<file path="src/rtl/poly_synth_core.sv">
// ============================================================================
// Module   : poly_synth_core
// Brief    : Polyphonic tone generator with note allocation, per-voice
//            waveform/envelope and one saturated mixed sample per tick.
// Revision : 1.0
// ============================================================================
`default_nettype none

module poly_synth_core #(
    parameter int VOICES       = 4,
    parameter int PHASE_W      = 16,
    parameter int OUT_W        = 16,
    parameter int ENV_W        = 8,
    parameter int ATTACK_STEP  = 4,
    parameter int RELEASE_STEP = 1
) (
    input  logic               clk,
    input  logic               reset_n,
    input  logic               sample_tick,
    input  logic               note_valid,
    output logic               note_ready,
    input  logic               note_on,
    input  logic [PHASE_W-1:0] note_freq,
    input  logic [1:0]         note_wave,
    input  logic [2:0]         vol_shift,
    output logic [OUT_W-1:0]   audio_out,
    output logic               audio_valid,
    output logic [VOICES-1:0]  voice_active
);

    localparam int c_IDX_W  = (VOICES > 1) ? $clog2(VOICES) : 1;
    localparam int c_ACC_W  = OUT_W + 3;
    localparam int c_PROD_W = ENV_W + 18;
    localparam logic [ENV_W-1:0] c_ENV_MAX  = '1;
    localparam logic [ENV_W:0]   c_ATK_STEP = (ENV_W + 1)'(ATTACK_STEP);
    localparam logic [ENV_W-1:0] c_REL_STEP = ENV_W'(RELEASE_STEP);
    localparam logic signed [c_ACC_W-1:0] c_OUT_MAX = c_ACC_W'(2**(OUT_W - 1) - 1);
    localparam logic signed [c_ACC_W-1:0] c_OUT_MIN = ~c_OUT_MAX;

    typedef enum logic [1:0] {
        ST_IDLE    = 2'd0,
        ST_ATTACK  = 2'd1,
        ST_SUSTAIN = 2'd2,
        ST_RELEASE = 2'd3
    } voice_state_t;

    voice_state_t               r_state [VOICES];
    logic [PHASE_W-1:0]         r_freq  [VOICES];
    logic [PHASE_W-1:0]         r_phase [VOICES];
    logic [1:0]                 r_wave  [VOICES];
    logic [ENV_W-1:0]           r_env   [VOICES];
    logic                       r_busy;
    logic [c_IDX_W-1:0]         r_idx;
    logic signed [c_ACC_W-1:0]  r_acc;
    logic [OUT_W-1:0]           r_audio;
    logic                       r_valid;

    logic                       w_accept;
    logic                       w_idle_found;
    logic                       w_rel_found;
    logic [c_IDX_W-1:0]         w_idle_idx;
    logic [c_IDX_W-1:0]         w_rel_idx;
    logic                       w_alloc_ok;
    logic [c_IDX_W-1:0]         w_alloc_idx;
    voice_state_t               w_cur_state;
    logic [PHASE_W-1:0]         w_cur_phase;
    logic [PHASE_W-1:0]         w_cur_freq;
    logic [1:0]                 w_cur_wave;
    logic [ENV_W-1:0]           w_cur_env;
    logic [15:0]                w_p;
    logic signed [16:0]         w_wave;
    logic signed [c_PROD_W-1:0] w_prod;
    logic signed [16:0]         w_vsample;
    logic signed [c_ACC_W-1:0]  w_acc_next;
    logic signed [c_ACC_W-1:0]  w_shifted;
    logic [OUT_W-1:0]           w_sat;
    logic [ENV_W:0]             w_env_up;

    assign w_accept = note_valid & ~r_busy;

    // Descending scan so the lowest matching index wins.
    always_comb begin
        w_idle_found = 1'b0;
        w_idle_idx   = '0;
        w_rel_found  = 1'b0;
        w_rel_idx    = '0;
        for (int i = VOICES - 1; i >= 0; i--) begin
            if (r_state[i] == ST_IDLE) begin
                w_idle_found = 1'b1;
                w_idle_idx   = c_IDX_W'(i);
            end
            if (r_state[i] == ST_RELEASE) begin
                w_rel_found = 1'b1;
                w_rel_idx   = c_IDX_W'(i);
            end
        end
    end

    assign w_alloc_ok  = w_idle_found | w_rel_found;
    assign w_alloc_idx = w_idle_found ? w_idle_idx : w_rel_idx;

    assign w_cur_state = r_state[r_idx];
    assign w_cur_phase = r_phase[r_idx];
    assign w_cur_freq  = r_freq[r_idx];
    assign w_cur_wave  = r_wave[r_idx];
    assign w_cur_env   = r_env[r_idx];

    if (PHASE_W >= 16) begin : g_p_top
        assign w_p = w_cur_phase[PHASE_W-1 -: 16];
    end else begin : g_p_ext
        assign w_p = {{(16 - PHASE_W){1'b0}}, w_cur_phase};
    end

    always_comb begin
        case (w_cur_wave)
            2'd0:    w_wave = w_p[15] ? -17'sd32767 : 17'sd32767;
            2'd1:    w_wave = $signed({1'b0, w_p}) - 17'sd32768;
            2'd2:    w_wave = w_p[15] ? 17'sd32767 - $signed({1'b0, w_p[14:0], 1'b0})
                                      : $signed({1'b0, w_p[14:0], 1'b0}) - 17'sd32768;
            default: w_wave = '0;
        endcase
        if (w_cur_state == ST_IDLE) begin
            w_wave = '0;
        end
    end

    assign w_prod     = c_PROD_W'(w_wave) * c_PROD_W'($signed({1'b0, w_cur_env}));
    assign w_vsample  = 17'(w_prod >>> ENV_W);
    assign w_acc_next = r_acc + c_ACC_W'(w_vsample);
    assign w_shifted  = w_acc_next >>> vol_shift;

    always_comb begin
        if (w_shifted > c_OUT_MAX) begin
            w_sat = c_OUT_MAX[OUT_W-1:0];
        end else if (w_shifted < c_OUT_MIN) begin
            w_sat = c_OUT_MIN[OUT_W-1:0];
        end else begin
            w_sat = w_shifted[OUT_W-1:0];
        end
    end

    assign w_env_up = {1'b0, w_cur_env} + c_ATK_STEP;

    // Events are only accepted while idle, so they never collide with pass updates.
    always_ff @(posedge clk or negedge reset_n) begin
        if (!reset_n) begin
            for (int i = 0; i < VOICES; i++) begin
                r_state[i] <= ST_IDLE;
                r_freq[i]  <= '0;
                r_phase[i] <= '0;
                r_wave[i]  <= '0;
                r_env[i]   <= '0;
            end
            r_busy  <= 1'b0;
            r_idx   <= '0;
            r_acc   <= '0;
            r_audio <= '0;
            r_valid <= 1'b0;
        end else begin
            r_valid <= 1'b0;
            if (w_accept) begin
                if (note_on) begin
                    if ((note_freq != '0) && w_alloc_ok) begin
                        r_state[w_alloc_idx] <= ST_ATTACK;
                        r_freq[w_alloc_idx]  <= note_freq;
                        r_wave[w_alloc_idx]  <= note_wave;
                        r_phase[w_alloc_idx] <= '0;
                        r_env[w_alloc_idx]   <= '0;
                    end
                end else begin
                    for (int i = 0; i < VOICES; i++) begin
                        if (((r_state[i] == ST_ATTACK) || (r_state[i] == ST_SUSTAIN)) &&
                            (r_freq[i] == note_freq)) begin
                            r_state[i] <= ST_RELEASE;
                        end
                    end
                end
            end

            if (!r_busy) begin
                if (sample_tick) begin
                    r_busy <= 1'b1;
                    r_idx  <= '0;
                    r_acc  <= '0;
                end
            end else begin
                r_acc <= w_acc_next;
                if (w_cur_state != ST_IDLE) begin
                    r_phase[r_idx] <= w_cur_phase + w_cur_freq;
                    case (w_cur_state)
                        ST_ATTACK: begin
                            if (w_env_up >= {1'b0, c_ENV_MAX}) begin
                                r_env[r_idx]   <= c_ENV_MAX;
                                r_state[r_idx] <= ST_SUSTAIN;
                            end else begin
                                r_env[r_idx] <= w_env_up[ENV_W-1:0];
                            end
                        end
                        ST_RELEASE: begin
                            if (w_cur_env <= c_REL_STEP) begin
                                r_env[r_idx]   <= '0;
                                r_state[r_idx] <= ST_IDLE;
                            end else begin
                                r_env[r_idx] <= w_cur_env - c_REL_STEP;
                            end
                        end
                        default: ;
                    endcase
                end
                if (r_idx == c_IDX_W'(VOICES - 1)) begin
                    r_busy  <= 1'b0;
                    r_audio <= w_sat;
                    r_valid <= 1'b1;
                end else begin
                    r_idx <= r_idx + c_IDX_W'(1);
                end
            end
        end
    end

    for (genvar gi = 0; gi < VOICES; gi++) begin : g_active
        assign voice_active[gi] = (r_state[gi] != ST_IDLE);
    end

    assign note_ready  = ~r_busy;
    assign audio_out   = r_audio;
    assign audio_valid = r_valid;

endmodule

`default_nettype wire
</file>
<file path="config.mk">
export PLATFORM = sky130hd
export DESIGN_NAME = poly_synth_core
export DESIGN_NICKNAME = d
export VERILOG_FILES = /design/src/rtl/poly_synth_core.sv
export SDC_FILE = /design/constraint.sdc
export NUM_CORES = 1
export LEC_CHECK = 0
export CORE_ASPECT_RATIO = 0.6
export CORE_UTILIZATION = 55
export CTS_CLUSTER_SIZE = 12
export DETAILED_ROUTE_END_ITERATION = 10
export DONT_BUFFER_PORTS = 1
export PLACE_DENSITY = 0.77
export RECOVER_POWER = 25
export SETUP_SLACK_MARGIN = 0.1
export SYNTH_ARGS = -nofsm -noshare
export SYNTH_HDL_FRONTEND = slang
export SYNTH_SLANG_ARGS = --single-unit
</file>
<file path="constraint.sdc">
create_clock -name clk -period 9.3 [get_ports clk]
set_input_delay 0 -clock clk [delete_from_list [all_inputs] [get_ports clk]]
set_output_delay 0 -clock clk [all_outputs]
set_load 0.005 [all_outputs]
</file>
[Word-level counts from Yosys, hierarchy flattened]
Cells that the tools add are included.
Word-level totals
  register bits after elaboration: 215
  input bits: 26
  output and inout port bits: 22
  word-level logic and storage cells: 202
Cells by class
  add/subtract/negate cells: 8
  multiply operators: 1
  order comparisons: 8
  equality and inequality tests: 22
  shift-type cells: 1
  muxes and demuxes: 90
  bitwise operators: 20
  reduce and logical (&&, ||, !) cells: 27
Operators by type and width (number)
  64-bit two-way mux: 5
  32-bit two-way mux: 7
  64-bit bitwise mux: 2
  16-bit two-way mux: 8
  8-bit two-way mux: 11
  32-bit bitwise AND: 2
  64-bit bitwise AND: 1
  16-bit binary-select mux with 2-bit select: 2
  32-bit bitwise mux: 2
  16-bit demux with 2-bit select: 2
  16-bit equality test: 4
  32-bit NOT: 2
  64-bit NOT: 1
  32-bit case mux with 2 select lines: 1
  17-bit two-way mux: 3
  17-bit case mux with 3 select lines: 1
  2-bit two-way mux: 22
  19-bit two-way mux: 2
  16-bit by 16-bit subtractor with 17-bit output, second input constant: 2
  8-bit demux with 2-bit select: 2
  32-bit OR: 1
  17-bit by 9-bit multiplier with 25-bit output: 1
  2-bit equality test, second input constant: 11
  19-bit by 17-bit adder with 19-bit output: 1
  36 further kinds: 81

[Longest topological paths before layout]
  word-level depth: 21
  gate-level depth with buffers: 43
  gate-level depth less buffers: 38

[Worst setup path after synthesis]
OpenSTA, ideal clock, no wires.
  path kind: reg-to-reg
  from: register r_idx[0]
  to: register r_audio[13], in the netlist audio_out[13]
  setup time: 0.082 ns
  arrival time: 9.704 ns
  required time: 9.218 ns
  slack: -0.486 ns
  stages on the path, launching flop included: 41
  path buffers: 5
  clock period less this slack: 9.786 ns
  cell sequence: dfrtp_1 > buf_6 > buf_2 > buf_2 > buf_1 > mux4_2 > nor2_1 > xnor2_1 > a22oi_1 > nor2_1 > nand2_1 > fa_1 > inv_1 > fa_1 > fa_1 > inv_1 > fa_1 > inv_1 > [5 not listed] > a21o_1 > a21o_1 > a21o_1 > a221oi_1 > nand2_1 > nor2_1 > nor2_1 > ha_1 > nand4_1 > or4_1 > a31oi_1 > or4_1 > nand4_1 > or4_4 > nand2_2 > o21ai_2 > or4_1 > a31oi_1
Between the ends
  longest elaborated chain between the ends: 14
  elaborated cells on any way between the ends: 33
  classes of those cells: 4 x add/sub; 1 x mul; 2 x order compare; 3 x eq/ne; 1 x shift; 18 x mux; 1 x bitwise; 3 x reduce/logical
Ends and longest elaborated chain
  from (decl): line 53  | logic [c_IDX_W-1:0] r_idx;
  from (signal assigned): line 215  | r_idx <= r_idx + c_IDX_W'(1);
  2-bit NOT with 3-bit output (implied by the code)
  16-bit binary-select mux with 2-bit select: line 103  | assign w_cur_phase = r_phase[r_idx];
  16-bit two-way mux (implied by the code) (2 in a row): line 103
  16-bit by 16-bit subtractor with 17-bit output or 15-bit by 16-bit subtractor with 17-bit output (tied branches): line 119, 118
  17-bit two-way mux: line 118  | 2'd2: w_wave = w_p[15] ? 17'sd32767 - $signed({1'b0, w_p[14:0], 1'b0})
  17-bit case mux with 3 select lines: line 115  | case (w_cur_wave)
  17-bit two-way mux: line 122  | if (w_cur_state == ST_IDLE) begin
  17-bit by 9-bit multiplier with 25-bit output: line 127  | assign w_prod = c_PROD_W'(w_wave) * c_PROD_W'($signed({1'b0, w_cur_env}));
  19-bit by 17-bit adder with 19-bit output: line 129  | assign w_acc_next = r_acc + c_ACC_W'(w_vsample);
  19-bit by 3-bit >>> shifter with 19-bit output: line 130  | assign w_shifted = w_acc_next >>> vol_shift;
  19-bit by 16-bit < comparator with 1-bit output: line 135  | end else if (w_shifted < c_OUT_MIN) begin
  16-bit two-way mux: line 135
  16-bit two-way mux: line 133  | if (w_shifted > c_OUT_MAX) begin
  to (signal assigned): line 212  | r_audio <= w_sat;
  to (decl): line 55  | logic [OUT_W-1:0] r_audio;
Parallel ways exist; a longest one is shown, timed or not. The select of a mux whose other input is x is not followed.
A chain may end at the register's enable or synchronous reset.

[Final worst setup path]
Same ends and word-level chain as after synthesis.

==> results.sh <==
export IMPL_fillers=2497
export IMPL_drc=0
export IMPL_yosysWarningCount=0
export IMPL_drive_gt1_share_pct=16.4
export IMPL_setup_violations_final=0
export IMPL_violations="negative hold slack, max-capacitance violations, max-slew violations"
export IMPL_startpoint_type="flop"
export IMPL_antenna_found_initial=0
export IMPL_initial_core_util_pct=56.7
export IMPL_hold_class="primary input to flop"
export IMPL_wl_um=55500
export IMPL_ant_nets=0
export IMPL_maxCapViolCount=1
export IMPL_finalHoldViolations=1
export IMPL_fp_coreArea_um2=31700
export IMPL_finClkSkew_ps=35.8
export IMPL_syn_area_um2=17900
export IMPL_worst_pin_slew_ps=5570
export IMPL_synth_cell_types=68
export IMPL_via_count=15800
export IMPL_overflow=0
export IMPL_ys_async_sr_fraction_pct=100
export IMPL_area_sequential_um2=5390
export IMPL_path_clk_slew_ps=60
export IMPL_die_h_um=142
export IMPL_max_freq_mhz=110
export IMPL_final_net_count=2262
export IMPL_rows=50
export IMPL_ys_seq_area_share_pct=30.0
export IMPL_path_class="flop to flop"
export IMPL_status="complete, but fails checks"
export IMPL_syn_inst=1981
export IMPL_cts_sink_count=215
export IMPL_multi_input_area_um2=12000
export IMPL_finalSetupTns_ps=0
export IMPL_crit_top_cell="or4_4"
export IMPL_critPathSlowestCell="dfrtp_4"
export IMPL_critPathCaptureType="flop"
export IMPL_grt_pass1_wl_um=83900
export IMPL_cts_max_level=1
export IMPL_relSlewSlack_pct=-271
export IMPL_die_x_um=235
export IMPL_cts_buffers=23
export IMPL_yosys_register_bits=215
export IMPL_dieArea_um2=33400
export IMPL_syn_nets=2209
export IMPL_grt_max_degree=216
export IMPL_crit_required_ps=9780
export IMPL_period_needed_ps=9110
export IMPL_whs_ps=-2.74
export IMPL_cts_tree="yes"
export IMPL_io_buffers=0
export IMPL_fin_crit_sh_pct=98.0
export IMPL_clockBufferDepth=3
export IMPL_syn_to_final_growth_pct=14.3
export IMPL_wl_per_cell_um=22.5
export IMPL_drt_pre_antenna_iters=7
export IMPL_vias_per_cell=6.40
export IMPL_drtIter0Drc=2121
export IMPL_grt_pass1_vias=14700
export IMPL_cpPeakStageDelay_ps=570
export IMPL_rsz0062_at_grt="yes"
export IMPL_root_buffer="clkbuf_16"
export IMPL_slew_viol_final=216
export IMPL_post_dp_hpwl_um=38600
export IMPL_synth_edf_count=0
export IMPL_synth_ff_type="dfrtp_1"
export IMPL_track_usage_pct=32.4
export IMPL_routabilityCongestion=0.966
export IMPL_crit_fanout=5
export IMPL_arrival_ps=9590
export IMPL_clkLatencyLatePin_ps=570
export IMPL_io_pins=48
export IMPL_syn_avg_cell_area_um2=9.06
[cells in the final DEF, fill, tap and decap left out, types with 43 or more instances in the layout]
| master | n |
|---|---|
| o21ai_0 | 80 |
| mux2_2 | 43 |
| buf_4 | 89 |
| xnor2_1 | 76 |
| a21oi_1 | 63 |
| fa_1 | 100 |
| ha_1 | 88 |
| nand3_1 | 64 |
| mux4_2 | 44 |
| nand2_1 | 279 |
| nor2_1 | 137 |
| inv_1 | 169 |
| dfrtp_1 | 213 |
[cells by family after synthesis]
family / share of synthesized area [%]
compound gates: 13.4
xor+xnor: 5.91
fa+ha+maj: 18.4
buf+inv: 6.16
flops: 30.0
mux: 9.65
simple gates: 16.5
[path summary, 6_finish.rpt]
check                              from  slack, ps  cells past startpoint             to
max                            r_idx[0]        190                     35  audio_out[13]
min                        vol_shift[1]         -3                      4  audio_out[14]
max reg2reg                    r_idx[0]        190                     35  audio_out[13]
min reg2reg                 r_phase[20]        500                      2    r_phase[20]
max in group asynchronous       reset_n       3330                      2       r_idx[0]
min in group asynchronous       reset_n       1900                      2     r_freq[13]
[cell usage after synthesis, drive strengths merged (26+ instances only)]
cell | n | area [µm²]
clkbuf | 94 | 353
fa | 103 | 2060
a31oi | 26 | 163
a21oi | 78 | 390
xor2 | 38 | 333
o21ai | 93 | 477
dfrtp | 215 | 5380
mux2 | 43 | 484
nand3 | 67 | 340
nor3 | 45 | 225
inv | 173 | 649
ha | 99 | 1240
nor2 | 158 | 593
nand4 | 28 | 175
mux4 | 42 | 946
nand2 | 283 | 1060
o22ai | 34 | 213
mux2i | 30 | 300
xnor2 | 83 | 727
[layout make-up]
cell class	instances	area share (%)
Inverter	175	3.20
Clock inverter	4	0.311
Timing Repair Buffer	139	5.96
Sequential cell	215	26.3
Tap cell	416	2.54
Antenna cell	2	0.0244
Clock buffer	31	3.10
Multi-Input combinational cell	1480	58.6
[per-stage QoR]
| step | area [µm²] | util, % | hold slack [ps] | worst slack, ps | cells |
|---|---|---|---|---|---|
| finish | 20500 | 64.8 | -2.74 | 190 | 2462 |
| global route | 20500 | 64.8 | 47.8 | -127 | 2460 |
| CTS | 19700 | 62.4 | -164 | 107 | 2424 |
| detailed placement | 18500 | 58.5 | -291 | -325 | 2342 |
| global placement | 18500 | 58.5 | -291 | 38.6 | 2342 |
| floorplan | 18000 | - | -296 | 138 | 1981 |
[repair_timing]
action / in CTS / in global routing
resized for setup: 13 / 122
endpoints found under the setup margin: 15 / 15
setup buffers: 9 / 32
hold endpoints to repair: 330 / 5
pin swaps: 3 / 43
cloned: 1 / 3
hold buffers: 37 / 1
[flip-flops by register name (all words and copies together) (netlist names)]
| name | count |
|---|---|
| audio_out | 16 |
| r_phase | 64 |
| r_state | 8 |
| r_acc | 19 |
| r_freq | 64 |
| r_wave | 8 |
| audio_valid | 1 |
| r_busy | 1 |
| r_idx | 2 |
| r_env | 32 |
[per-layer routing]
metal  up-vias  GRT usage (%)  routed length [µm]
li1       6948              -                   -
met1      7792           49.2               24200
met2       931           42.7               22100
met3        83           13.4                8200
met4         0           5.82                 972
met5         -              0                   0
[critical path: cells and delay by family (launching register included)]
kind | cells | cell delay (ps)
xor gates and xnor gates | 2 | 360
DFF | 1 | 570
AOI/OAI and AO/OA | 9 | 1380
and+or+nand+nor | 14 | 3410
adders and majority gates | 6 | 2460
muxes | 1 | 550
buffers and inverters | 3 | 330
Power is left out: the tool's default activity adds up to more than one toggle a clock period on the data nets, which glitch-free logic cannot reach.
